`config.mk`:
```
export PLATFORM = sky130hd
export DESIGN_NAME = seq_booth_multiplier
export DESIGN_NICKNAME = d
export VERILOG_FILES = /design/src/rtl/mult_pkg.sv /design/src/rtl/booth_r4_encoder.sv /design/src/rtl/seq_booth_multiplier.sv
export SDC_FILE = /design/constraint.sdc
export NUM_CORES = 1
export LEC_CHECK = 0
export CAP_MARGIN = 20
export CORE_MARGIN = 3
export CORE_UTILIZATION = 55
export CTS_BUF_LIST = sky130_fd_sc_hd__clkbuf_16
export DETAILED_ROUTE_END_ITERATION = 8
export PLACE_DENSITY = 0.88
export SLEW_MARGIN = 5
export SYNTH_ARGS = -nofsm -noshare
export SYNTH_HDL_FRONTEND = slang
export SYNTH_SLANG_ARGS = --single-unit
```
`constraint.sdc`:
```
create_clock -name clk -period 14.9 [get_ports clk]
set_input_delay 1.49 -clock clk [delete_from_list [all_inputs] [get_ports clk]]
set_output_delay 1.49 -clock clk [all_outputs]
set_load 0.02 [all_outputs]
```
`src/rtl/mult_pkg.sv`:
```
// rtl/mult_pkg.sv - shared types and helpers for the sequential radix-4 Booth multiplier
package mult_pkg;

    typedef enum logic [1:0] {
        IDLE,
        BUSY,
        DONE
    } state_t;

    typedef enum logic [2:0] {
        OP_ZERO,
        OP_P1,
        OP_P2,
        OP_M1,
        OP_M2
    } booth_op_t;

    // Triplet is {x[2i+1], x[2i], x[2i-1]}
    function automatic booth_op_t booth_decode(input logic [2:0] triplet);
        booth_op_t op;
        case (triplet)
            3'b001, 3'b010: op = OP_P1;
            3'b011:         op = OP_P2;
            3'b100:         op = OP_M2;
            3'b101, 3'b110: op = OP_M1;
            default:        op = OP_ZERO;
        endcase
        return op;
    endfunction

    function automatic int calc_iter(input int n);
        return n / 2 + 1;
    endfunction

endpackage

```
`src/rtl/booth_r4_encoder.sv`:
```
// rtl/booth_r4_encoder.sv - radix-4 Booth digit to signed partial product
module booth_r4_encoder
    import mult_pkg::*;
#(
    parameter int N = 64
) (
    input  logic [2:0]          triplet,
    input  logic [N+1:0]        a_ext,
    output logic signed [N+2:0] pp
);

    logic signed [N+2:0] a_s;

    assign a_s = $signed({a_ext[N+1], a_ext});

    always_comb begin
        pp = '0;
        case (booth_decode(triplet))
            OP_P1:   pp = a_s;
            OP_P2:   pp = a_s <<< 1;
            OP_M1:   pp = -a_s;
            OP_M2:   pp = -(a_s <<< 1);
            default: pp = '0;
        endcase
    end

endmodule

```
`src/rtl/seq_booth_multiplier.sv`:
```
// rtl/seq_booth_multiplier.sv - multi-cycle radix-4 Booth multiplier with valid/ready channels
module seq_booth_multiplier
    import mult_pkg::*;
#(
    parameter int N = 64
) (
    input  logic           clk,
    input  logic           rst,
    input  logic           in_valid,
    output logic           in_ready,
    input  logic [N-1:0]   a,
    input  logic [N-1:0]   x,
    input  logic           is_signed,
    output logic           out_valid,
    input  logic           out_ready,
    output logic [2*N-1:0] P
);

    localparam int ITER = calc_iter(N);
    localparam int XW   = N + 2;
    localparam int CW   = $clog2(ITER + 1);

    if ((N < 4) || (N % 2 != 0)) begin : g_bad_n
        $error("seq_booth_multiplier: N must be even and >= 4");
    end

    state_t         state_q, state_d;
    logic [XW-1:0]  a_q, a_d;
    logic [XW-1:0]  hi_q, hi_d;
    logic [XW-1:0]  lo_q, lo_d;
    logic           xm1_q, xm1_d;
    logic [CW-1:0]  cnt_q, cnt_d;

    logic [XW-1:0]        a_ext, x_ext;
    logic signed [XW:0]   pp;
    logic signed [XW+1:0] sum;

    assign a_ext = {{2{is_signed & a[N-1]}}, a};
    assign x_ext = {{2{is_signed & x[N-1]}}, x};

    booth_r4_encoder #(.N(N)) u_enc (
        .triplet ({lo_q[1:0], xm1_q}),
        .a_ext   (a_q),
        .pp      (pp)
    );

    // Product register is {hi, lo}: lo starts as the multiplier and is consumed
    // two bits per step while the running sum shifts in from hi.
    assign sum = $signed({{2{hi_q[XW-1]}}, hi_q}) + $signed({pp[XW], pp});

    assign P = {hi_q[XW-5:0], lo_q};

    always_comb begin
        state_d   = state_q;
        a_d       = a_q;
        hi_d      = hi_q;
        lo_d      = lo_q;
        xm1_d     = xm1_q;
        cnt_d     = cnt_q;
        in_ready  = 1'b0;
        out_valid = 1'b0;
        case (state_q)
            IDLE: begin
                in_ready = 1'b1;
                if (in_valid) begin
                    a_d     = a_ext;
                    hi_d    = '0;
                    lo_d    = x_ext;
                    xm1_d   = 1'b0;
                    cnt_d   = '0;
                    state_d = BUSY;
                end
            end
            BUSY: begin
                hi_d  = sum[XW+1:2];
                lo_d  = {sum[1:0], lo_q[XW-1:2]};
                xm1_d = lo_q[1];
                cnt_d = cnt_q + CW'(1);
                if (cnt_q == CW'(ITER - 1)) begin
                    state_d = DONE;
                end
            end
            DONE: begin
                out_valid = 1'b1;
                if (out_ready) begin
                    state_d = IDLE;
                end
            end
            default: state_d = IDLE;
        endcase
    end

    always_ff @(posedge clk) begin
        if (rst) begin
            state_q <= IDLE;
            a_q     <= '0;
            hi_q    <= '0;
            lo_q    <= '0;
            xm1_q   <= 1'b0;
            cnt_q   <= '0;
        end else begin
            state_q <= state_d;
            a_q     <= a_d;
            hi_q    <= hi_d;
            lo_q    <= lo_d;
            xm1_q   <= xm1_d;
            cnt_q   <= cnt_d;
        end
    end

endmodule

```
; After elaboration in Yosys (flattened, before gate mapping)
; Cells that the tools add are included.
[totals]
ff_bits = 206
latchBits = 0
romBits = 0
n_memories = 0
input_bits = 133
ram_bits = 0
word_cells = 51
[op_classes]
bitwise = 2
n_shift = 0
n_eq_ne = 16
multipliers = 0
order_cmp = 0
n_div = 0
muxes = 16
n_reduce_logical = 7
addsub = 4
[ops]
columns = operator, count
row1 = $pmux 67 s4, 1
row2 = $pmux 66 s2, 2
row3 = $mux 66, 2
row4 = $add 66x67->68, 1
row5 = $neg 65->67, 1
row6 = $neg 66->67, 1
row7 = $eq 3x2->1 const B, 4
row8 = $eq 3x3->1 const B, 4
row9 = $pmux 3 s4, 1
row10 = $pmux 6 s2, 1
row11 = $add 6x1->6 const B, 1
row12 = $eq 3x1->1 const B, 2
row13 = $eq 6x6->1 const B, 1
row14 = $mux 2, 3
row15 = $mux 6, 1
row16 = $ne 2x2->1 const B, 3
row17 = $pmux 2 s3, 1
row18 = $reduce_and 2->1, 2
row19 = $reduce_or 2->1, 2
row20 = $mux 1, 3
row21 = $reduce_and 3->1, 1
row22 = $and 1x1->1, 2
row23 = $eq 2x1->1 const B, 1
row24 = $eq 2x2->1 const B, 1
row25 = 3 further kinds, 3

; Longest topological paths before layout
; Gate-level depths: netlist (run 1).
[depth]
depth_word = 7
depth_mapped = 28
mapped_depth_nobuf = 26

; Cells and area by module
; A second synthesis (run 1) with hierarchy kept.
[hier_totals]
cells_unflattened = 2176
hier_area_um2 = 15336.0
[modules_own_cells]
columns = module, cells_each, area_each_um2, instances
row1 = seq_booth_multiplier, 1557, 11647.4, 1
row2 = booth_r4_encoder, 619, 3688.5, 1

; Worst setup path after synthesis (run 1)
; OpenSTA, ideal clock, no wires.
[synth_path]
path_type = flip-flop to flip-flop
from = reg a_q[2]
to = reg hi_q[58]
path_slack_ns = 8.725
stages_incl_launch_ff = 27
path_buffers = 1
required_ns = 14.838
setup_time_ns = 0.062
t_arrival_ns = 6.112
path_cell_list = dfxtp_1 -> clkbuf_1 -> or4_1 -> nor2_1 -> nand2_1 -> or3_1 -> or3_1 -> or3_1 -> or3_1 -> or2_2 -> nor2_1 -> xnor2_1 -> nand2_1 -> o221ai_1 -> ha_1 -> a21oi_1 -> o21ai_0 -> a21oi_1 -> o21ai_0 -> a31oi_1 -> o21ai_0 -> a31oi_1 -> a22o_1 -> o41ai_1 -> nand3_1 -> or4_1 -> nand3_1
[synth_via]
elab_chain_cells = 4
elab_cells_between_ends = 5
classes_between = add/sub: 3 / mux: 2
[synth_rtl]
columns = item, line_no
row1 = start: declaration, seq_booth_multiplier.sv:28  ; logic [XW-1:0] a_q, a_d;
row2 = start signal: assignment, seq_booth_multiplier.sv:96  ; a_q <= '0;
row3 = start signal: assignment, seq_booth_multiplier.sv:103  ; a_q <= a_d;
row4 = $neg 66->67 / $neg 65->67 (equally long branches), "booth_r4_encoder.sv:22, booth_r4_encoder.sv:21"
row5 = $pmux 67 s4 *, booth_r4_encoder.sv:18  ; case (booth_decode(triplet))
row6 = $add 66x67->68 *, seq_booth_multiplier.sv:49  ; assign sum = $signed({{2{hi_q[XW-1]}}, hi_q}) + $signed({pp[XW], pp});
row7 = $pmux 66 s2 *, seq_booth_multiplier.sv:62  ; case (state_q)
row8 = end signal: assignment, seq_booth_multiplier.sv:104  ; hi_q <= hi_d;
row9 = end: declaration, seq_booth_multiplier.sv:29  ; logic [XW-1:0] hi_q, hi_d;
; Every way passes the cells marked *; elsewhere a longest branch is shown, timed or not.
; A chain may end at the register's enable or synchronous reset.

; Final worst setup path (run 1)
[layout_path]
from = reg a_q[1]
to = reg hi_q[58]
; Same word-level chain as after synthesis.

==> results of run 1 <==
==> power by group <==
group	internal (mW)	switching [mW]	leakage, nW
clock network	0.382	0.254	0.421
registers	0.607	0.0725	1.69
logic	0.305	0.469	5.16
==> cell families (layout without fill, tap and decap cells) <==
logic type,count (synthesis),count (layout),share of synthesized area (%)
mux,11,11,0.740
flops,206,206,27.1
simple gates,937,937,27.7
compound gates,551,551,22.0
buf+inv,260,357,8.09
xor+xnor,147,147,8.51
fa+ha+maj,71,71,5.88
==> worst max-delay path: cells and delay by family (launching register included) <==
kind	cells	cell delay [ns]
AOI/OAI and AO/OA	10	2.51
adders and majority gates	1	0.44
and+or+nand+nor	13	3.65
xor gates and xnor gates	1	0.08
DFF	1	0.37
==> synth_stat cells, types with 7 or more instances <==
cell type	n	area share [%]
o221ai_1	7	0.40
o21bai_1	14	0.69
nor2_1	304	7.5
xnor2_1	65	3.7
clkbuf_1	143	3.5
a31oi_1	35	1.4
a221oi_1	17	0.98
nor2b_1	9	0.37
buf_4	62	3.1
and3_1	11	0.45
nand3_1	54	1.8
a211oi_1	7	0.35
nor3_1	32	1.1
o21a_1	9	0.44
nand2_1	343	8.5
a22o_1	9	0.52
o31ai_1	9	0.44
or3_1	26	1.1
buf_1	12	0.30
mux2i_1	9	0.59
o21ai_0	141	4.6
a22oi_1	29	1.4
o211ai_1	8	0.39
a21oi_1	195	6.4
inv_1	34	0.84
or4_1	7	0.35
dfxtp_1	206	27
nand4_1	16	0.66
nand2b_1	35	1.4
ha_1	70	5.8
a21o_1	36	1.8
xor2_1	81	4.7
nor4_1	69	2.8
==> worst min path at each step <==
stage	to	slack (ns)	cells past startpoint
finish	hi_q[64]	0.48	2
global route	hi_q[27]	0.51	2
CTS	hi_q[64]	0.48	2
detailed placement	hi_q[64]	0.48	2
global placement	hi_q[64]	0.47	2
floorplan	hi_q[64]	0.43	2
==> area by class of cell <==
class,instances,area (um2),area share (%)
inverter,35,131,0.720
clock inverter,20,249,1.37
tap,372,465,2.55
timing repair buffer,278,2760,15.1
multi-input combinational,1717,9900,54.3
clock buffer,24,601,3.29
sequential,206,4130,22.6
==> per-stage QoR <==
step / util [%] / power [mW] / hold WS [ns] / instances
after floorplan: - / 1.20 / 0.432 / 2183
after global placement: 64.1 / 1.43 / 0.466 / 2607
after detailed placement: 64.1 / 1.45 / 0.476 / 2607
after CTS: 67.2 / 2.08 / 0.482 / 2651
after global routing: 67.3 / 2.19 / 0.510 / 2652
final: 67.3 / 2.09 / 0.480 / 2652
==> flip-flops by register name, indices dropped and copies added (netlist names) <==
| signal | count |
|---|---|
| xm1_q | 1 |
| a_q | 65 |
| cnt_q | 6 |
| lo_q | 66 |
| state_q | 2 |
| hi_q | 66 |
==> routing by layer <==
metal	track usage (%)	vias up	share of wire, %
met1	40.3	7440	40
met5	0	-	0
li1	-	7688	-
met4	10.7	0	3.4
met3	7.36	123	9.6
met2	54.5	751	47
==> results.py, run 1 <==
metrics = {
    "clock_network": {
        "tritoncts": "yes",
        "clock_latency_ns": 0.56,
        "clk_path_buf_depth": 3,
        "hold_buffers": 0,
        "cts.sinks": 206,
        "post-cts-setup-buffer-count": 0,
        "clock-root-buffer": "clkbuf_16",
        "htree_num_levels": 1,
        "cts_buffers": 24,
        "cts_resized": 0,
        "clk_pin_slew_ns": 0.07,
    },
    "critical_path": {
        "r2r_slack_ns": 7.77,
        "rr_worst_depth": 25,
        "cp_slowest_stage_delay_ns": 0.62,
        "rr_startpoint": "a_q[1]",
        "cp_slowest_cell": "o41ai_1",
        "critPathKind": "reg -> reg",
        "worst_path_most_repeated_cell": "or3_1",
        "crit_fanout": 7,
        "crit_end": "hi_q[58]",
        "cp.required_ns": 15.37,
        "startpoint": "a_q[1]",
        "setup.worst_path.end_class": "flip-flop",
        "worstPathArrival_ns": 7.60,
        "critPathLaunchType": "flip-flop",
        "worst_r2r_endpoint": "hi_q[58]",
    },
    "routing": {
        "drt_iter0_drc": 1448,
        "first_pass_iters": 6,
        "final_antenna_net_count": 0,
        "wl_per_cell_um": 18.8,
        "vias": 16002,
        "drc_errors": 0,
        "wl_um": 49800,
        "avgViaCountPerCell": 6.03,
    },
    "layout": {
        "fin_area_um2": 18200,
        "area_growth_pct": 19.8,
        "fin_nets": 2466,
        "final_cell_mix": "nand2_1, nor2_1, clkdlybuf4s50_1",
        "layout-drive-gt1-share_pct": 3.82,
        "nFillCells": 2296,
        "layout_commonest_cell": "nand2_1",
        "n_antenna_cell": 0,
    },
    "timing": {
        "max_slew_margin_pct": 28.0,
        "max_clock_freq_mhz": 140,
        "rsz0062_at_grt": "false",
        "final_hold_viol_count": 0,
        "fin_skew_ns": 0.0295,
        "post-route-period-util_pct": 47.9,
        "slew_viol_final": 0,
        "fin_ws_ns": 7.77,
        "setup_viol": 0,
        "tightest_slew_ns": 1.08,
        "post-route-min-period_ns": 7.13,
        "tns_ns": 0,
    },
    "pwr": {
        "powerDensity_nw_per_um2": 115,
        "p_leak_nw": 7.27,
        "max-vdd-ir-drop_uv": 108,
    },
    "floorplanning": {
        "start_util_pct": 56.2,
        "die_w_um": 172,
        "dieArea_um2": 29700,
        "num_rows": 60,
        "pin_count": 263,
        "die_h_um": 172,
        "fp.coreArea_um2": 27100,
    },
    "hold_path": {
        "hold_path_class": "reg -> reg",
        "hp-start": "hi_q[64]",
    },
    "placement": {
        "hpwl_um": 35800,
        "gp_congestion": 1.01,
        "place_area_um2": 17400,
        "port_buffers": 262,
        "pre_cts_slack_ns": 7.86,
    },
    "global_routing": {
        "grt_usage_pct": 32.1,
        "antenna_found_initial": 0,
        "grt_pass1_vias": 14893,
        "grt-ovfl-total": 0,
        "grt_pass1_wl_um": 77900,
        "grt_max_degree": 98,
    },
    "synth": {
        "avgSynthCellArea_um2": 6.97,
        "ys_types": 75,
        "ys_seq_area_share_pct": 27.1,
        "synthesis.area_um2": 15200,
        "syn_nets": 2387,
        "synthArstFlopShare_pct": 0,
        "ys.flop_type": "dfxtp_1",
        "yosys_warnings": 0,
        "synth_edf_count": 0,
        "synth_seq_cells": 206,
        "syn_inst": 2183,
    },
    "outcome": {
        "status": "finished clean",
    },
    "job": {
        "maxCapViolCount": 0,
    },
}
Note: power is estimated with default switching activity, not from simulation.
==> run 2, diff against run 1 <==
--- a/config.mk
+++ b/config.mk
@@ -7,10 +7,10 @@
 export LEC_CHECK = 0
 export CAP_MARGIN = 20
 export CORE_MARGIN = 3
-export CORE_UTILIZATION = 55
+export CORE_UTILIZATION = 49
 export CTS_BUF_LIST = sky130_fd_sc_hd__clkbuf_16
 export DETAILED_ROUTE_END_ITERATION = 8
-export PLACE_DENSITY = 0.88
+export PLACE_DENSITY = 0.83
 export SLEW_MARGIN = 5
 export SYNTH_ARGS = -nofsm -noshare
 export SYNTH_HDL_FRONTEND = slang
==> constraint.sdc (replaced) <==
create_clock -name clk -period 6 [get_ports clk]
set_input_delay 0.6 -clock clk [delete_from_list [all_inputs] [get_ports clk]]
set_output_delay 0.6 -clock clk [all_outputs]
set_load 0.02 [all_outputs]
==> run 2 against run 1 <==
Net effect: die area increased by 12%; count of clock-buffer cells in the layout increased by 1; largest cell class unchanged; largest power group unchanged; critical endpoint is now hi_q[65]; register-to-register slack got worse by 7.7 ns; core utilization decreased by 2.6 points.
==> results.py, run 2 (synthesized netlist as in run 1, its figures left out) <==
metrics = {
    "outcome": {
        "status": "finished clean",
    },
    "placement": {
        "pre_cts_slack_ns": -0.146,
        "place_area_um2": 18300,
        "gp_congestion": 1.05,
        "port_buffers": 262,
        "hpwl_um": 38200,
    },
    "routing": {
        "final_antenna_net_count": 0,
        "met3_length_um": 4840,
        "wl_um": 52700,
        "topRoutingLayerUsed": "met4",
        "first_pass_iters": 8,
        "drt_iter0_drc": 1271,
        "avgViaCountPerCell": 5.92,
        "wl_per_cell_um": 18.8,
        "wl_met2_um": 24900,
        "drc_errors": 0,
        "vias": 16583,
        "wl_met1_um": 21200,
    },
    "job": {
        "maxCapViolCount": 0,
    },
    "global_routing": {
        "grt_max_degree": 96,
        "grt_pass1_wl_um": 81900,
        "antenna_found_initial": 0,
        "grt_pass1_vias": 15898,
        "grt_usage_pct": 29.6,
        "grt-ovfl-total": 0,
    },
    "layout": {
        "area_growth_pct": 28.0,
        "layout_commonest_cell": "nand2_1",
        "n_antenna_cell": 0,
        "final_cell_mix": "nand2_1, nor2_1, clkdlybuf4s50_1",
        "seqCellArea_um2": 4140,
        "nFillCells": 2576,
        "multi_input_area_um2": 10300,
        "fin_nets": 2596,
        "layout-drive-gt1-share_pct": 11.6,
        "largest_registers": "hi_q x66, lo_q x66, a_q x65",
        "fin_area_um2": 19500,
    },
    "floorplanning": {
        "die_w_um": 182,
        "num_rows": 63,
        "die_h_um": 182,
        "dieArea_um2": 33200,
        "fp.coreArea_um2": 30100,
        "pin_count": 263,
        "start_util_pct": 50.6,
    },
    "timing": {
        "fin_skew_ns": 0.0104,
        "setup_viol": 0,
        "max_slew_margin_pct": 28.4,
        "fin_ws_ns": 0.0798,
        "tightest_slew_ns": 1.07,
        "tns_ns": 0,
        "post-route-min-period_ns": 5.92,
        "final_hold_viol_count": 0,
        "max_clock_freq_mhz": 169,
        "rsz0062_at_grt": "true",
        "post-route-period-util_pct": 98.7,
        "slew_viol_final": 0,
    },
    "pwr": {
        "power_frac_seq_pct": 32.3,
        "p_leak_nw": 7.94,
        "max-vdd-ir-drop_uv": 232,
        "p_int_mw": 3.16,
        "pwr-share-comb_pct": 41.5,
        "powerDensity_nw_per_um2": 267,
        "p_total_mw": 5.20,
        "clkPwrFrac_pct": 26.2,
        "p_sw_mw": 2.03,
        "p_sw_share_pct": 39.1,
    },
    "critical_path": {
        "worstPathArrival_ns": 6.34,
        "crit_fanout": 7,
        "cp.required_ns": 6.42,
        "critPathLaunchType": "flip-flop",
        "r2r_slack_ns": 0.08,
        "setup.worst_path.end_class": "flip-flop",
        "critPathKind": "reg -> reg",
    },
    "clock_network": {
        "tritoncts": "yes",
        "clk_path_buf_depth": 3,
        "cts.sinks": 206,
        "clock-root-buffer": "clkbuf_16",
        "clk_pin_slew_ns": 0.06,
        "htree_num_levels": 1,
        "cts_buffers": 25,
        "clock_latency_ns": 0.54,
    },
    "hold_path": {
        "hold_path_class": "reg -> reg",
    },
}
run 2: critical path, cell delays in order (launching register included):
cell	delay, ns
dfxtp_1	0.39
nor4_1	0.80
nand2_1	0.20
or3_4	0.39
or3_4	0.39
or4_4	0.47
or3_4	0.36
or3_4	0.35
xor2_2	0.15
a221oi_2	0.21
a31oi_1	0.09
ha_1	0.33
and3_4	0.20
and3_4	0.18
inv_2	0.03
o41a_1	0.38
nand2_1	0.08
o211ai_1	0.13
o21ai_1	0.20
nand4_1	0.13
a221o_1	0.34
run 2: repair_timing:
action / 4_1_cts / 5_1_grt
setup buffers: 1 / 12
setup endpoints to repair: 4 / 25
resized for setup: 5 / 90
hold buffers: 0 / 0
pin swaps: 2 / 26
run 2: through the flow:
stage               hold WS [ns]  util (%)  cells
finish                     0.480      64.7   2800
global route               0.520      64.7   2800
CTS                        0.484      63.3   2789
detailed placement         0.466      60.8   2743
global placement           0.442      60.8   2743
floorplan                  0.432         -   2183
run 2: power groups by stage:
stage / combinational (mW) / clock, mW / sequential, mW
after floorplan: 1.27 / 0 / 1.71
after global placement: 2.01 / 0 / 1.69
after detailed placement: 2.04 / 0 / 1.70
after CTS: 2.06 / 1.38 / 1.67
after global routing: 2.34 / 1.43 / 1.70
final: 2.16 / 1.36 / 1.68
run 2: final timing paths:
| check | cells after the start | end | start |
|---|---|---|---|
| worst max-delay path | 20 | hi_q[65] | a_q[34] |
| worst min-delay path | 2 | hi_q[64] | hi_q[64] |
| worst max register to register | 20 | hi_q[65] | a_q[34] |
| worst min register to register | 2 | hi_q[64] | hi_q[64] |
run 2: area by class of cell:
| class | count | area share (%) |
|---|---|---|
| multi-input cells | 1717 | 52.7 |
| flip-flops and latches | 206 | 21.2 |
| repair buffers | 407 | 19.2 |
| clock buffers | 25 | 3.21 |
| well taps | 390 | 2.50 |
| inverters | 35 | 0.674 |
| clock inverters | 20 | 0.488 |
run 2: layer usage:
layer,vias to the layer above,global-route usage (%)
met5,-,0
met4,0,7.86
met3,122,7.59
met2,760,51.2
met1,7731,36.5
li1,7970,-
==> run 3, diff against run 2 <==
--- a/config.mk
+++ b/config.mk
@@ -9,6 +9,7 @@
 export CORE_MARGIN = 3
 export CORE_UTILIZATION = 49
 export CTS_BUF_LIST = sky130_fd_sc_hd__clkbuf_16
+export CTS_CLUSTER_DIAMETER = 100
 export DETAILED_ROUTE_END_ITERATION = 8
 export PLACE_DENSITY = 0.83
 export SLEW_MARGIN = 5
==> results of run 3 <==
No change in the layout: final DEF, timing and power equal those of run 2.
